<file path="src/rtl/mbist_march_ctrl.sv">
// March C- memory BIST controller for a 64x8 synchronous SRAM.
// Stops on the first mismatch and reports its address and March element.
module mbist_march_ctrl (
    input  logic       clk,
    input  logic       rst_n,
    input  logic       start,
    output logic [5:0] ramaddr,
    output logic [7:0] ramin,
    output logic       rwbar,
    output logic       cs,
    input  logic [7:0] ramout,
    output logic       busy,
    output logic       done,
    output logic       fail,
    output logic [5:0] fail_addr,
    output logic [2:0] fail_elem
);

    typedef enum logic [2:0] {StIdle, StWr, StRd, StCmp, StDone} state_e;

    state_e     state_q, state_d;
    logic [2:0] elem_q, elem_d;
    logic [5:0] addr_q, addr_d;
    logic       fail_q, fail_d;
    logic [5:0] fail_addr_q, fail_addr_d;
    logic [2:0] fail_elem_q, fail_elem_d;

    logic       down;
    logic       last_addr;
    logic [7:0] exp_rd;
    logic [7:0] wr_val;

    always_comb begin
        down      = (elem_q == 3'd3) || (elem_q == 3'd4);
        last_addr = down ? (addr_q == 6'd0) : (addr_q == 6'd63);
        exp_rd    = ((elem_q == 3'd2) || (elem_q == 3'd4)) ? 8'hFF : 8'h00;
        wr_val    = ((elem_q == 3'd1) || (elem_q == 3'd3)) ? 8'hFF : 8'h00;
    end

    always_comb begin
        state_d     = state_q;
        elem_d      = elem_q;
        addr_d      = addr_q;
        fail_d      = fail_q;
        fail_addr_d = fail_addr_q;
        fail_elem_d = fail_elem_q;
        unique case (state_q)
            StIdle: begin
                if (start) begin
                    state_d = StWr;
                    elem_d  = 3'd0;
                    addr_d  = 6'd0;
                end
            end
            StWr: begin
                if (last_addr) begin
                    // E3 and E4 run downward, so they start at the top address.
                    elem_d  = elem_q + 3'd1;
                    addr_d  = ((elem_q == 3'd2) || (elem_q == 3'd3)) ? 6'd63 : 6'd0;
                    state_d = StRd;
                end else begin
                    addr_d  = down ? addr_q - 6'd1 : addr_q + 6'd1;
                    state_d = (elem_q == 3'd0) ? StWr : StRd;
                end
            end
            StRd: state_d = StCmp;
            StCmp: begin
                if (ramout != exp_rd) begin
                    fail_d      = 1'b1;
                    fail_addr_d = addr_q;
                    fail_elem_d = elem_q;
                    state_d     = StDone;
                end else if (elem_q == 3'd5) begin
                    if (last_addr) begin
                        state_d = StDone;
                    end else begin
                        addr_d  = addr_q + 6'd1;
                        state_d = StRd;
                    end
                end else begin
                    state_d = StWr;
                end
            end
            StDone: begin
                if (start) begin
                    fail_d      = 1'b0;
                    fail_addr_d = 6'd0;
                    fail_elem_d = 3'd0;
                    elem_d      = 3'd0;
                    addr_d      = 6'd0;
                    state_d     = StWr;
                end
            end
            default: state_d = StIdle;
        endcase
    end

    always_ff @(posedge clk or negedge rst_n) begin
        if (!rst_n) begin
            state_q     <= StIdle;
            elem_q      <= 3'd0;
            addr_q      <= 6'd0;
            fail_q      <= 1'b0;
            fail_addr_q <= 6'd0;
            fail_elem_q <= 3'd0;
        end else begin
            state_q     <= state_d;
            elem_q      <= elem_d;
            addr_q      <= addr_d;
            fail_q      <= fail_d;
            fail_addr_q <= fail_addr_d;
            fail_elem_q <= fail_elem_d;
        end
    end

    // Bus signals are decoded from registered state only.
    always_comb begin
        cs        = (state_q == StWr) || (state_q == StRd) || (state_q == StCmp);
        busy      = cs;
        rwbar     = (state_q != StWr);
        ramin     = (state_q == StWr) ? wr_val : 8'h00;
        ramaddr   = addr_q;
        done      = (state_q == StDone);
        fail      = fail_q;
        fail_addr = fail_addr_q;
        fail_elem = fail_elem_q;
    end

endmodule

</file>
<file path="config.mk">
export PLATFORM = sky130hd
export DESIGN_NAME = mbist_march_ctrl
export DESIGN_NICKNAME = d
export VERILOG_FILES = /design/src/rtl/mbist_march_ctrl.sv
export SDC_FILE = /design/constraint.sdc
export NUM_CORES = 1
export LEC_CHECK = 0
export ABC_CLOCK_PERIOD_IN_PS = 4950
export CAP_MARGIN = 30
export CORE_MARGIN = 1
export CORE_UTILIZATION = 35
export DETAILED_ROUTE_END_ITERATION = 7
export PLACE_DENSITY = 0.62
export SETUP_SLACK_MARGIN = 0.2
export SLEW_MARGIN = 15
export SYNTH_ARGS = -nofsm -noshare
export SYNTH_HDL_FRONTEND = slang
export SYNTH_SLANG_ARGS = --single-unit
</file>
<file path="constraint.sdc">
create_clock -name clk -period 4.95 [get_ports clk]
set_input_delay 0.7425 -clock clk [delete_from_list [all_inputs] [get_ports clk]]
set_output_delay 0.7425 -clock clk [all_outputs]
set_load 0.02 [all_outputs]
</file>
# Yosys cells after proc, flatten, opt, wreduce, memory -nomap -nowiden
# Index checks and enable logic that the tools add are counted.
# W data, S select, Z words.
# classes
n_eq_ne,19
n_mul,0
div,0
n_addsub,3
mux,29
reduce_logical,16
n_bitwise,0
order_cmp,0
n_shift,0
# ops
operator,n
$mux W6,8
$mux W8,3
$mux W3,7
$pmux W6 S3,1
$eq A3 B2 Y1 const B,4
$ne A2 B2 Y1 const B,6
$pmux W3 S2,2
$pmux W3 S4,1
$pmux W6 S2,1
$eq A3 B3 Y1 const B,3
$ne A8 B8 Y1,1
$add A6 B1 Y6 const B,1
$eq A3 B1 Y1 const B,2
$eq A6 B6 Y1 const B,1
$logic_not A3 Y1,2
$logic_not A6 Y1,1
$logic_or A1 B1 Y1,6
$reduce_and A3 Y1,2
$sub A6 B1 Y6 const B,1
$reduce_and A5 Y1,1
$mux W2,2
$reduce_bool A2 Y1,2
$add A3 B1 Y3 const B,1
$mux W1,3
other kinds (5),5
# totals
in_bits,11
ram_bits,0
latch_bits,0
out_inout_bits,28
regBits,22
wordCells,73
memories,0
mem_bits_ro,0

# Depth between registers and ports, before layout
# Gate-level depths: netlist of the first run.
# depth
depth_word,7
ltp_mapped,8
ltp_nobuf,8

# Least setup slack after synthesis of the first run
# OpenSTA, ideal clock, no wires.
# synth_path
kind,register to output
startpoint,reg state_q[2]
endpoint,out ramin[1]
setup_slack_ns,2.535
stages_incl_launch_ff,6
arrival_ns,1.672
required_ns,4.208
path_buffers,1
cell_sequence,dfrtp_1 nand2b_1 nor2_1 inv_1 nor2_1 buf_4
# synth_between
elab_chain_len,2
# synth_rtl
item,line,text
"start, declared",21,"state_e state_q, state_d;"
"start signal, assigned",100,state_q <= StIdle;
"start signal, assigned",107,state_q <= state_d;
$eq A3 B1 Y1,121,ramin = (state_q == StWr) ? wr_val : 8'h00;
$mux W8,121,
"end, declared",8,"output logic [7:0] ramin,"
# Every way passes these cells.

# Worst setup path after layout of the first run
# layout_path
startpoint,reg state_q[2]
endpoint,out ramin[5]
# Same word-level chain as after synthesis.

==> results of run 1 <==
## cell usage in the layout (no fill, tap or decap), types with 3 or more instances in the layout
master	instances
inv_1	8
nand2_1	9
clkdlybuf4s50_1	38
a22o_1	8
ha_1	7
clkbuf_8	3
o21ai_0	16
a21o_1	3
dfrtp_1	22
nand3_1	12
nor2_1	10
a21oi_1	3
a31oi_1	4
## through the flow
step,hold slack (ns),util [%],setup slack (ns),instance area [um2]
2_1_floorplan,0.447,-,2.54,1520
3_3_place_gp,0.462,45.8,2.14,1870
3_5_place_dp,0.486,46.2,2.07,1890
4_1_cts,0.507,47.2,1.93,1930
5_1_grt,0.520,47.2,1.79,1930
6_report,0.498,47.2,1.95,1930
## critical path, cell delays in order, from the launching register on
cell and delay, ns:
dfrtp_1 0.42, nand2b_1 0.22, nor2_1 0.21, inv_1 0.08, nor2_1 0.37, clkdlybuf4s50_1 0.70
## synth_stat cells (2+ instances only)
cell and instances:
nand4_1 2, nor2_1 10, o32a_1 2, ha_1 7, o311a_1 2, o211a_1 2, nand3_1 12, and2_1 2
o21ai_0 16, a21oi_1 3, a22o_1 8, mux2_4 2, inv_1 8, a21o_1 3, buf_4 8, nand2_1 9
nor3_1 2, dfrtp_1 22, nand2b_1 2, mux2i_1 2, a31oi_1 4, nor4_1 2, clkbuf_1 4
## flip-flops by register name, summed over array words and instances, names as in the netlist
register   flops
fail_elem      3
fail_addr      6
ramaddr        6
state_q        3
fail           1
elem_q         3
## per-layer routing
layer	vias up	GRT usage, %	share of wire, %
met3	4	2.17	4.9
met1	637	26.7	48
met2	48	25.9	47
met4	0	6.77	0.74
li1	658	-	-
met5	-	0	0
## cell families after synthesis
family | Yosys count | synth area share, %
AND/OR/NAND/NOR | 50 | 17.9
AO/OA/AOI/OAI | 55 | 27.9
buffers and inverters | 22 | 7.98
multiplexers | 5 | 4.20
adder cells (fa/ha/maj) | 7 | 5.76
flip-flops | 22 | 36.2
## area by class of cell
| class | count | area [um2] | share of cell area, % |
|---|---|---|---|
| Clock buffer | 3 | 41.3 | 2.14 |
| Sequential cell | 22 | 551 | 28.6 |
| Timing Repair Buffer | 39 | 395 | 20.5 |
| Tap cell | 50 | 62.6 | 3.24 |
| Multi-Input combinational cell | 117 | 848 | 44.0 |
| Inverter | 8 | 30.0 | 1.56 |
## worst max path at each step
stage	startpoint	to	slack, ns	cells after the start
floorplan	state_q[2]	ramin[1]	2.54	5
global placement	ramout[0]	ramaddr[0]	2.14	6
detailed placement	ramout[0]	ramaddr[0]	2.07	6
CTS	state_q[2]	ramin[5]	1.93	5
global route	state_q[2]	ramin[5]	1.79	5
finish	state_q[2]	ramin[5]	1.95	5
## power by group through the flow
stage	Sequential, mW	Clock, mW	Combinational, mW
after floorplan	0.348	0	0.249
after global routing	0.321	0.120	0.519
after detailed placement	0.310	0	0.481
final	0.307	0.108	0.484
after CTS	0.308	0.112	0.485
after global placement	0.307	0	0.477
==> impl_metrics.toml, run 1 <==
[cts]
cts_setup_buffers = 0
tritoncts = "yes"
root_buffer = "clkbuf_8"
h-tree-depth = 1
ctsHoldBuffers = 0
cts_buffer_depth = 2
clkTransAtPathRegs_ns = 0.07
numCtsBuffers = 3
clkLatencyLatePin_ns = 0.25
cts_sinks = 22
ctsResizeCount = 0

[synth]
yosys_warnings = 0
ys_ff_latch = 22
synth_cells = 161
async_flop_share_pct = 100
synth_seq_area_share_pct = 36.2
ys_top_cells_by_area = "dfrtp_1 (36%), ha_1 (5.8%), o21ai_0 (5.3%), a22o_1 (4.6%), nand3_1 (4.0%)"
synthesis.nets = 179
yosysTopAreaCell = "dfrtp_1"
syn-cell-area_um2 = 1520
synthDistinctLibCells = 50
synth_edf_count = 0
ys.flop_type = "dfrtp_1"
synth_top_area_share_pct = 36.2
syn_area_per_cell_um2 = 9.44

[timing]
final-hold-violation-count = 0
min_period_ns = 3.00
slew_headroom_pct = 53.4
worstMarginPinSlew_ns = 0.694
rsz0062_at_grt = "no"
clock_skew_ns = 0.00199
final_max_slew_viol_count = 0
post-route-period-util_pct = 60.6
tns_ns = 0
fmax_mhz = 333
setup_viol = 0

[placement]
gp_congestion = 0.889
place.port_buffers = 38
placed_cells = 236
hpwlAfterDp_um = 2970

[routing]
drtAntennaViolNets = 0
wire_per_inst_um = 16.4
drt_first_pass_iters = 4
drcViolationCount = 0
drt-initial-drc-count = 102
vias = 1347
vias_per_cell = 5.64
wl_um = 3910

[status]
status = "finished, final reports clean"

[power]
leakage_nw = 0.806
p_comb_share_pct = 53.8
p_clk_share_pct = 12.0
total_power_uw = 900
power.net_switching_uw = 370
power_density_nw_per_um2 = 467
p_int_uw = 530
ir_drop_mv = 0.244
pwr-share-seq_pct = 34.2
swShare_pct = 41.1

[global_route]
grt_overflow = 0
grt_pass1_wl_um = 6170
grt_pass1_vias = 1235
grt.total_usage_pct = 17.8
antenna_found_initial = 0
grt_max_degree = 14

[hold_path]
whs_endpoint = "fail"
min-delay-start = "fail"
holdPathStages = 1
hold_path.class = "reg -> reg"

[worst_setup_path]
start_kind = "register"
ff2ff_path_depth = 8
required_ns = 4.21
arrival_ns = 2.26
timing.rr.end = "ramaddr[0]"
worst-path-max-fanout = 8
r2r_slack_ns = 2.37
end_kind = "primary output"
worstSetupPathType = "reg -> out"
reg2reg_from = "elem_q[0]"

[layout]
fillers = 381
stdcell_count = 239
antenna_cells = 0
areaGrowthSynthToFinish_pct = 26.8
nets = 209
drive_gt1_share_pct = 10.1

[flow_run]
max_cap_violations = 0

[floorplanning]
start_util_pct = 37.2
core_um2 = 4090
die-area_um2 = 4610
die_w_um = 67.9
die_height_um = 67.9
rows = 23
io_pins = 39
(Power assumes the default switching activity.)
==> inputs of run 2 (changes only) <==
--- a/config.mk
+++ b/config.mk
@@ -5,7 +5,7 @@
 export SDC_FILE = /design/constraint.sdc
 export NUM_CORES = 1
 export LEC_CHECK = 0
-export ABC_CLOCK_PERIOD_IN_PS = 4950
+export ABC_CLOCK_PERIOD_IN_PS = 3150
 export CAP_MARGIN = 30
 export CORE_MARGIN = 1
 export CORE_UTILIZATION = 35
==> constraint.sdc (replaced) <==
create_clock -name clk -period 3.15 [get_ports clk]
set_input_delay 0.4725 -clock clk [delete_from_list [all_inputs] [get_ports clk]]
set_output_delay 0.4725 -clock clk [all_outputs]
set_load 0.02 [all_outputs]
==> run 2 against run 1 <==
- core utilization grew 0.24 points
- sequential power grew 59%
- clock power grew 91%
- cell count grew 0.42%
- first-iteration DRC count shrank 56%
- setup slack lost 1.6 ns
- via count grew 3.1%
- clock skew grew 0.00062 ns
- clock-buffer cell count grew 1
- global-route usage grew 0.99 points
- total power grew 61%
- flip-flop and latch count is the same
- critical path type unchanged
- critical endpoint unchanged
==> impl_metrics.toml, run 2 (synthesized netlist as in run 1, its figures left out) <==
[status]
status = "finished, final reports clean"

[placement]
gp_congestion = 0.897
placed_cells = 235
hpwlAfterDp_um = 2980
place_area_um2 = 1870
place.port_buffers = 38

[floorplanning]
die-area_um2 = 4610
die_w_um = 67.9
io_pins = 39
die_height_um = 67.9
start_util_pct = 37.2
rows = 23
core_um2 = 4090

[cts]
cts_setup_buffers = 0
cts_sinks = 22
clkLatencyLatePin_ns = 0.26
tritoncts = "yes"
clkTransAtPathRegs_ns = 0.08
cts_buffer_depth = 2
ctsResizeCount = 0
ctsHoldBuffers = 0
numCtsBuffers = 3
h-tree-depth = 1
root_buffer = "clkbuf_8"

[power]
power_density_nw_per_um2 = 750
leakage_nw = 0.812
ir_drop_mv = 0.375

[timing]
fmax_mhz = 362
hold_slack_ns = 0.493
worstMarginPinSlew_ns = 0.618
slew_headroom_pct = 58.5
post-route-period-util_pct = 87.8
setup_viol = 0
final-hold-violation-count = 0
rsz0062_at_grt = "no"
min_period_ns = 2.76
final_max_slew_viol_count = 0
clock_skew_ns = 0.00261
tns_ns = 0

[worst_setup_path]
critPathTopFamily = "simple AND/OR/NAND/NOR gates"
cp.depth = 5
worst-path-max-fanout = 8
start_kind = "register"
r2r_slack_ns = 0.58
end_kind = "primary output"
critical-path-slowest-cell = "clkdlybuf4s50_1"
worstSetupPathType = "reg -> out"
arrival_ns = 2.29
required_ns = 2.68
cp_common_cell = "nor2_1"
worstPathCellList = "nand2b_1 > nor2_1 > inv_1 > nor2_1 > clkdlybuf4s50_1"
critPathMaxStageDelay_ns = 0.70
ff2ff_path_depth = 8
cp_num_buf_inv = 2

[layout]
final_cell_mix = "clkdlybuf4s50_1 (38), dfrtp_1 (22), o21ai_0 (16), nand3_1 (12), nor2_1 (10)"
antenna_cells = 0
stdcell_count = 240
areaGrowthSynthToFinish_pct = 27.5
mostFrequentLayoutCell = "clkdlybuf4s50_1"
nets = 209
final_cell_area_um2 = 1940
drive_gt1_share_pct = 10.5

[routing]
drt-initial-drc-count = 45
vias = 1389
drt_first_pass_iters = 4
drcViolationCount = 0
vias_per_cell = 5.79
wire_per_inst_um = 16.8
wl_um = 4030
drtAntennaViolNets = 0

[global_route]
grt_overflow = 0
grt_pass1_vias = 1368
grt_max_degree = 23
grt.total_usage_pct = 18.8
antenna_found_initial = 0
grt_pass1_wl_um = 6560

[hold_path]
holdPathStages = 1
hold_path.class = "reg -> reg"

[flow_run]
max_cap_violations = 0
[run 2: cell types whose count changed in the layout (fill, tap and decap cells not counted)]
| cell | delta |
|---|---|
| buf_8 | -1 |
| buf_6 | +1 |
| clkbuf_8 | +1 |
[run 2: final cells by class]
class | count | area (um2)
Multi-Input combinational cell | 117 | 848
Timing Repair Buffer | 39 | 392
Fill cell | 393 | 2150
Inverter | 8 | 30.0
Sequential cell | 22 | 551
Tap cell | 50 | 62.6
Clock buffer | 4 | 55.1
[run 2: worst paths after layout]
check	start	endpoint
min in group asynchronous	rst_n	fail_addr[2]
worst min-delay path	fail	fail
worst min register to register	fail	fail
worst max-delay path	state_q[2]	ramin[5]
max in group asynchronous	rst_n	ramaddr[5]
worst max register to register	elem_q[0]	ramaddr[0]
[run 2: layer usage]
layer | vias up | track usage [%] | routed length (um)
li1 | 654 | - | -
met2 | 38 | 29.3 | 1970
met5 | - | 0 | 0
met3 | 5 | 3.17 | 186
met1 | 692 | 26.3 | 1840
met4 | 0 | 6.25 | 27
[run 2: worst reg2reg max path: stages, from the launching register on]
cell and delay [ns]:
dfrtp_1 0.44, inv_1 0.10, ha_1 0.26, mux2i_2 0.34, nor4_2 0.12, a31o_4 0.26
or3_4 0.39, o22a_4 0.26, mux2_4 0.30
[run 2: power by group]
| group | internal [mW] | switching [mW] |
|---|---|---|
| registers | 0.372 | 0.117 |
| clock network | 0.111 | 0.0945 |
| logic | 0.376 | 0.383 |
[run 2: through the flow]
step | power [mW] | worst slack (ns) | util, %
2_1_floorplan | 0.939 | 0.825 | -
3_3_place_gp | 1.24 | 0.611 | 45.8
3_5_place_dp | 1.24 | 0.570 | 45.8
4_1_cts | 1.46 | 0.386 | 47.2
5_1_grt | 1.54 | 0.271 | 47.4
6_report | 1.45 | 0.385 | 47.4
==> inputs of run 3 (changes only) <==
--- a/config.mk
+++ b/config.mk
@@ -11,7 +11,7 @@
 export CORE_UTILIZATION = 35
 export DETAILED_ROUTE_END_ITERATION = 7
 export PLACE_DENSITY = 0.62
-export SETUP_SLACK_MARGIN = 0.2
+export SETUP_SLACK_MARGIN = 0.1
 export SLEW_MARGIN = 15
 export SYNTH_ARGS = -nofsm -noshare
 export SYNTH_HDL_FRONTEND = slang
==> constraint.sdc (replaced) <==
create_clock -name clk -period 3.15 [get_ports clk]
set_input_delay 0.7875 -clock clk [delete_from_list [all_inputs] [get_ports clk]]
set_output_delay 0.7875 -clock clk [all_outputs]
set_load 0.02 [all_outputs]
==> run 3 against run 2 <==
- register-to-register slack lost 0.03 ns
- first-iteration DRC count grew 110%
- flip-flop and latch count is the same
- fmax shrank 4.9%
- final area grew 2.2%
- global-route usage shrank 0.37 points
- highest routed layer unchanged
==> impl_metrics.toml, run 3 (synthesized netlist as in run 1, its figures left out) <==
[layout]
final_cell_area_um2 = 1980
areaGrowthSynthToFinish_pct = 30.3
fillers = 383
stdcell_count = 241
post-route-util_pct = 48.5
nets = 210
mostFrequentLayoutCell = "clkdlybuf4s50_1"
final_cell_mix = "clkdlybuf4s50_1 (31), dfrtp_1 (22), o21ai_0 (16), nand3_1 (12), nand2_1 (9)"
area.sequential_um2 = 551
multi_input_area_um2 = 853
drive_gt1_share_pct = 12.0
antenna_cells = 0

[placement]
place_area_um2 = 1890
hpwlAfterDp_um = 2890
gp_congestion = 0.876
placed_cells = 237
preCtsSetupSlack_ns = 0.220
place.port_buffers = 38

[routing]
drt-initial-drc-count = 94
vias = 1389
wire_per_inst_um = 16.6
drt_first_pass_iters = 4
vias_per_cell = 5.76
drcViolationCount = 0
met2_wirelength_um = 1850
top_layer = "met4"
wl_met3_um = 242
drtAntennaViolNets = 0
wl_um = 4000
wl_met1_um = 1840

[timing]
hold_slack_ns = 0.504
min_period_ns = 2.91
fin_ws_ns = 0.244
final_max_slew_viol_count = 0
fmax_mhz = 344
setup_viol = 0
tns_ns = 0
clock_skew_ns = 0.00829
rsz0062_at_grt = "no"
post-route-period-util_pct = 92.3
slew_headroom_pct = 58.7
final-hold-violation-count = 0
worstMarginPinSlew_ns = 0.615

[floorplanning]
start_util_pct = 37.2
rows = 23
die-area_um2 = 4610
core_um2 = 4090
io_pins = 39
die_height_um = 67.9
die_w_um = 67.9

[worst_setup_path]
worstPathCellList = "nand2b_1 > nor2_2 > inv_1 > nor2_2 > clkdlybuf4s50_1"
arrival_ns = 2.12
critical-path-slowest-cell = "clkdlybuf4s50_1"
reg2reg_from = "elem_q[0]"
timing.rr.end = "ramaddr[0]"
critPathMaxStageDelay_ns = 0.66
ff2ff_path_depth = 8
cp.depth = 5
startpoint = "state_q[2]"
cp_common_cell = "nor2_2"
r2r_slack_ns = 0.55
start_kind = "register"
critPathTopFamily = "buffers and inverters"
worst-path-max-fanout = 8
end_kind = "primary output"
cp_num_buf_inv = 2
required_ns = 2.36
worstSetupPathType = "reg -> out"
setup.worst_path.end = "ramin[0]"

[cts]
h-tree-depth = 1
root_buffer = "clkbuf_8"
clkTransAtPathRegs_ns = 0.09
clkLatencyLatePin_ns = 0.27
tritoncts = "yes"
cts_buffer_depth = 2
cts_sinks = 22
ctsHoldBuffers = 0
cts_setup_buffers = 0
numCtsBuffers = 3

[global_route]
grt.total_usage_pct = 18.5
grt_pass1_wl_um = 6350
grt_max_degree = 23
antenna_found_initial = 0
grt_pass1_vias = 1244
grt_overflow = 0

[power]
total_power_mw = 1.52
power_density_nw_per_um2 = 768
ir_drop_mv = 0.429
leakage_nw = 0.954

[flow_run]
max_cap_violations = 0

[status]
status = "finished, final reports clean"

[hold_path]
hold_path.class = "reg -> reg"
run 3: changes by cell type in the layout (fill, tap and decap cells not counted), sizes merged:
cell,change
bufinv,+1
clkbuf,-1
clkdlybuf4s50,-7
dlymetal6s2s,+7
buf,+1
run 3: power by group:
part	leakage (nW)	internal (mW)	switching [mW]
clock	0.0357	0.170	0.103
combinational	0.627	0.376	0.388
sequential	0.292	0.372	0.112
total	0.954	0.918	0.603
run 3: final cells by class:
| cell class | instances | area share [%] |
|---|---|---|
| multi-input combinational | 117 | 43.1 |
| sequential | 22 | 27.8 |
| timing repair buffer | 40 | 20.8 |
| tap | 50 | 3.16 |
| clock buffer | 3 | 2.08 |
| clock inverter | 1 | 1.52 |
| inverter | 8 | 1.52 |
run 3: metal layers:
metal,vias up,global-route usage [%]
met5,-,0
met4,0,7.55
met3,8,2.17
met2,59,27.6
met1,659,26.7
li1,663,-
run 3: how the worst min path moves through the flow:
stage	start	end	depth (start not counted)
3_3_place_gp	fail	fail	1
6_report	fail	fail	1
2_1_floorplan	state_q[2]	state_q[1]	1
5_1_grt	fail_elem[0]	fail_elem[0]	1
4_1_cts	state_q[2]	state_q[1]	1
3_5_place_dp	fail_addr[3]	fail_addr[3]	1
run 3: what timing repair did:
| item | CTS | global route |
|---|---|---|
| endpoints found under the hold margin | 0 | 0 |
| resized for setup | 1 | 8 |
| endpoints found under the setup margin | 8 | 8 |
